### config.mk
export PLATFORM = sky130hd
export DESIGN_NAME = vga_sync_gen
export DESIGN_NICKNAME = d
export VERILOG_FILES = /design/src/rtl/vga_sync_gen.sv
export SDC_FILE = /design/constraint.sdc
export NUM_CORES = 1
export LEC_CHECK = 0
export ABC_AREA = 1
export CAP_MARGIN = 20
export CORE_MARGIN = 2
export CORE_UTILIZATION = 57
export CTS_BUF_LIST = sky130_fd_sc_hd__clkbuf_2 sky130_fd_sc_hd__clkbuf_4 sky130_fd_sc_hd__clkbuf_8
export CTS_CLUSTER_SIZE = 40
export DETAILED_ROUTE_END_ITERATION = 12
export HOLD_SLACK_MARGIN = 0.08
export PLACE_DENSITY_LB_ADDON = 0.3
export RECOVER_POWER = 50
export SLEW_MARGIN = 20
export SYNTH_ARGS = -nofsm -noshare
export SYNTH_HDL_FRONTEND = slang
export SYNTH_SLANG_ARGS = --single-unit
### constraint.sdc
create_clock -name clk -period 2.9 [get_ports clk]
set_input_delay 0.87 -clock clk [delete_from_list [all_inputs] [get_ports clk]]
set_output_delay 0.87 -clock clk [all_outputs]
set_load 0.05 [all_outputs]
### src/rtl/vga_sync_gen.sv
// Raster timing generator: pixel-rate enable, horizontal/vertical counters,
// sync/visible decode and registered line/frame ticks.
module vga_sync_gen #(
   parameter int CLK_DIV = 4,
   parameter int HPIXELS = 800,
   parameter int VLINES  = 525,
   parameter int HSP     = 128,
   parameter int VSP     = 2,
   parameter int HBP     = 144,
   parameter int HFP     = 784,
   parameter int VBP     = 31,
   parameter int VFP     = 511
) (
   input  logic       clk,
   input  logic       clr,
   output logic       pix_en,
   output logic [9:0] hc,
   output logic [9:0] vc,
   output logic       hsync,
   output logic       vsync,
   output logic       vidon,
   output logic       line_tick,
   output logic       frame_tick
);

   localparam logic [3:0]  DIV_LAST = 4'(CLK_DIV - 1);
   localparam logic [9:0]  H_LAST   = 10'(HPIXELS - 1);
   localparam logic [9:0]  V_LAST   = 10'(VLINES - 1);
   // 11-bit thresholds so a front porch of exactly 1024 still compares correctly
   localparam logic [10:0] HSP_C    = 11'(HSP);
   localparam logic [10:0] VSP_C    = 11'(VSP);
   localparam logic [10:0] HBP_C    = 11'(HBP);
   localparam logic [10:0] HFP_C    = 11'(HFP);
   localparam logic [10:0] VBP_C    = 11'(VBP);
   localparam logic [10:0] VFP_C    = 11'(VFP);

   logic [3:0] div_q, div_d;
   logic       pix_en_q, pix_en_d;
   logic [9:0] hc_q, hc_d;
   logic [9:0] vc_q, vc_d;
   logic       line_tick_q, line_tick_d;
   logic       frame_tick_q, frame_tick_d;

   always_comb begin
      div_d        = (div_q == DIV_LAST) ? 4'd0 : div_q + 4'd1;
      pix_en_d     = (div_q == DIV_LAST);
      hc_d         = hc_q;
      vc_d         = vc_q;
      line_tick_d  = 1'b0;
      frame_tick_d = 1'b0;
      if (pix_en_q) begin
         if (hc_q == H_LAST) begin
            hc_d        = 10'd0;
            line_tick_d = 1'b1;
            if (vc_q == V_LAST) begin
               vc_d         = 10'd0;
               frame_tick_d = 1'b1;
            end else begin
               vc_d = vc_q + 10'd1;
            end
         end else begin
            hc_d = hc_q + 10'd1;
         end
      end
   end

   always_ff @(posedge clk) begin
      if (!clr) begin
         div_q        <= 4'd0;
         pix_en_q     <= 1'b0;
         hc_q         <= 10'd0;
         vc_q         <= 10'd0;
         line_tick_q  <= 1'b0;
         frame_tick_q <= 1'b0;
      end else begin
         div_q        <= div_d;
         pix_en_q     <= pix_en_d;
         hc_q         <= hc_d;
         vc_q         <= vc_d;
         line_tick_q  <= line_tick_d;
         frame_tick_q <= frame_tick_d;
      end
   end

   assign pix_en     = pix_en_q;
   assign hc         = hc_q;
   assign vc         = vc_q;
   assign line_tick  = line_tick_q;
   assign frame_tick = frame_tick_q;

   // Decode straight off the registered counters: zero latency relative to hc/vc
   assign hsync = ({1'b0, hc_q} >= HSP_C);
   assign vsync = ({1'b0, vc_q} >= VSP_C);
   assign vidon = ({1'b0, hc_q} >= HBP_C) && ({1'b0, hc_q} < HFP_C) &&
                  ({1'b0, vc_q} >= VBP_C) && ({1'b0, vc_q} < VFP_C);

endmodule

==> reports/summary.log <==
qor: sta.timing.final.crit_share 0.954
qor: clock_network.cts_root_buffer sky130_fd_sc_hd__clkbuf_4
qor: synth.post_synth_instance_area 1430 µm²
qor: min_path.hold_path.class reg -> reg
qor: sta.final_max_slew_viol_count 0
qor: sta.final_setup_skew 0.00605 ns
qor: synth.synth_compound_gate_area_share 0.0456
qor: synth.post_synth_and_or_nand_nor_area_fraction 0.394
qor: floorplan.dieHeight 54.0 µm
qor: synth.yosys.cell_types.count 21
qor: drt.postRouteAntennaNets 0
qor: floorplan.fp-row-count 18
qor: clock_network.cts_hold_buf 0
qor: sta.report.final.setup_viol 0
qor: drt.detailroute.via_count 1,371
qor: placement.finalWeightedCongestion 0.869
qor: synth.yosys.area_share.xor_xnor 0.0184
qor: setup_path.worst-r2r-cell-count 7
qor: job.max-cap-violations 0
qor: clock_network.clk_slew_on_worst_s_h_paths 0.15 ns
qor: setup_path.worst_ep_required_time 2.03 ns
qor: floorplan.boundaryPins 28
qor: synth.synth_fp_nets 227
qor: floorplan.width_of_the_die 54.0 µm
qor: clock_network.numCtsBuffers 3
qor: placement.pre_cts_slack 0.335 ns
qor: synth.postSynthCellCount 219
qor: floorplan.start_util 0.587
qor: drt.viasPerCell 4.93
qor: final_layout.final_cell_area_excluding_filler_cells 1740 µm²
qor: final_layout.design.final.nets 257
qor: synth.synth.area.mux_share 0
qor: sta.rsz0062_at_grt false
qor: clock_network.clock_tree.htree_level_count 1
qor: sta.final_hold_viol_count 0
qor: power_and_ir_drop.power.ir.vdd_worst 0.337 mV
qor: synth.register_bit_count_reported_by_yosys 27
qor: outcome.status finished, final reports clean
qor: synth.seq_area_frac_synth 0.379
qor: floorplan.placeableCoreArea 2430 µm²
qor: synth.dominant_combinational_cell_family_by_area_after_synthesis simple AND/OR/NAND/NOR gates
qor: setup_path.crit_path_end_kind output pin
qor: min_path.worst_hold_path.num_cells 1
qor: sta.achievable-frequency 0.361 GHz
qor: floorplan.die_area 2920 µm²
qor: synth.synth_adder_area_share 0.0526
qor: synth.ys.warnings.count 0
qor: final_layout.post_route_cells_drive_above_1_share 0.0444
qor: sta.layout_setup_ws 0.133 ns
qor: sta.sum_of_negative_setup_slack 0 ns
qor: sta.fin_hold_ws 0.464 ns
qor: final_layout.n_fill_cell 215
qor: grt.gr-total-overflow 0
qor: final_layout.multi_input_area 714 µm²
qor: power_and_ir_drop.p_leak 0.828 nW
qor: drt.drt_pass1_iterations 4
qor: grt.largest_net_degree_at_the_start_of_global_routing 16
qor: drt.drc_errors 0
qor: sta.maxSlewHeadroom 0.501
qor: final_layout.regArea 541 µm²
qor: final_layout.antenna_cells 0
qor: final_layout.flow.area_growth_from_synthesis 22.0%
qor: clock_network.tritoncts done
qor: sta.worstMarginPinSlew 0.745 ns
qor: drt.drt_wl_total 2.98 mm
qor: placement.detailed_place_hpwl 2.31 mm
qor: synth.synthesis.area_per_instance 6.52 µm²
qor: power_and_ir_drop.power_density 335 nW/µm²
qor: grt.global_route.usage.total 0.218
qor: sta.finalCriticalPeriod 2.77 ns
qor: placement.post_dp_cell_area 1740 µm²
qor: grt.grt_pass1_vias 1,163
qor: drt.first_iteration_detailed_routing_drc_count 31
qor: clock_network.postCtsSetupBuffers 0
qor: clock_network.post_cts.resized_instances 1
qor: drt.drt-wirelength-per-cell 10.7 µm
qor: setup_path.cp-start-kind flip-flop
qor: placement.buffer_ports.inserted 27
qor: grt.grt_antenna_before_repair 0
qor: clock_network.cts_sinks 27
qor: clock_network.cts.path.max_buffers 2
qor: power_and_ir_drop.p_total 0.584 mW
qor: setup_path.critPathMaxFanout 6
qor: setup_path.setup.worst_path.class reg -> out
qor: setup_path.cp.arrival 1.90 ns
qor: clock_network.worstSkewPairLatency 0.32 ns
qor: grt.grt_first_pass_wirelength 4.65 mm
==> final cells by class <==
type,instances,share of cell area
multi-input cells,153,0.410
flip-flops and latches,27,0.310
repair buffers,28,0.165
inverters,36,0.0776
well taps,30,0.0216
clock buffers,3,0.0129
clock inverters,1,0.00287
==> sequential cells by signal (all words and copies together) (netlist names) <==
register	flops
hc	10
vc	10
line_tick	1
pix_en	1
div_q	4
frame_tick	1
==> worst paths after layout <==
kind	to	slack [ns]	start
hold / removal	div_q[0]	0.46	div_q[0]
hold reg to reg	div_q[0]	0.46	div_q[0]
setup / recovery	vidon	0.13	vc[1]
setup reg to reg	hc[5]	0.71	hc[0]
==> layout by cell type, fill, tap and decap left out, drive strengths merged <==
cell	count
nand4	2
nand2	57
ha	6
o21ai	5
dfxtp	27
nor3	2
clkbuf	3
nor3b	1
nor4	1
and3	1
buf	2
dlygate4sd2	1
clkdlybuf4s50	24
nand3	22
dlygate4sd3	1
nor2	43
or2	2
a21oi	8
inv	35
clkinv	2
xor2	3
==> where the power goes <==
| group | total, mW | switching, mW | internal [mW] |
|---|---|---|---|
| Sequential | 0.382 | 0.00437 | 0.378 |
| Clock | 0.164 | 0.113 | 0.0517 |
| Combinational | 0.0379 | 0.0250 | 0.0129 |
| Total | 0.584 | 0.142 | 0.442 |
==> worst max-delay path, cell delays in order (launching register included) <==
cell and delay (ns):
sky130_fd_sc_hd__dfxtp_1 0.45, sky130_fd_sc_hd__ha_1 0.23, sky130_fd_sc_hd__nand2_1 0.08, sky130_fd_sc_hd__nor2_1 0.26
sky130_fd_sc_hd__nor3_1 0.12, sky130_fd_sc_hd__nor3b_2 0.26, sky130_fd_sc_hd__buf_12 0.17
==> routing by layer <==
| layer | part of all wire | vias up | GRT usage | routed length [µm] |
|---|---|---|---|---|
| li1 | - | 730 | - | - |
| met1 | 0.49 | 601 | 0.291 | 1470 |
| met2 | 0.45 | 38 | 0.358 | 1350 |
| met3 | 0.049 | 2 | 0.0278 | 147 |
| met4 | 0.0064 | 0 | 0.0833 | 19 |
| met5 | 0 | - | 0 | 0 |
==> Yosys cell counts, drive strengths merged <==
library cell,count,area [µm²]
buf,2,18.8
xor2,3,26.3
a21oi,8,40.0
nor2,43,176
clkbuf,1,3.75
nor4,1,6.26
and3,1,6.26
dfxtp,27,541
nand4,2,12.5
or2,2,12.5
nor3b,1,7.51
o21ai,5,25.0
ha,6,75.1
nand2,57,221
inv,36,135
nor3,2,10.0
nand3,22,110
==> through the flow <==
step / instances / utilization
after global placement: 274 / 0.713
after CTS: 278 / 0.724
after detailed placement: 274 / 0.713
after floorplan: 219 / -
after global routing: 278 / 0.716
final: 278 / 0.716
==> kinds of logic (layout without fill, tap and decap cells) <==
kind of cell / count (synthesis) / in the layout
flip-flops: 27 / 27
adder cells (fa/ha/maj): 6 / 6
XOR/XNOR: 3 / 3
AO/OA/AOI/OAI: 13 / 13
buffers and inverters: 39 / 68
AND/OR/NAND/NOR: 131 / 131
Power figures use the tool's default switching activity.
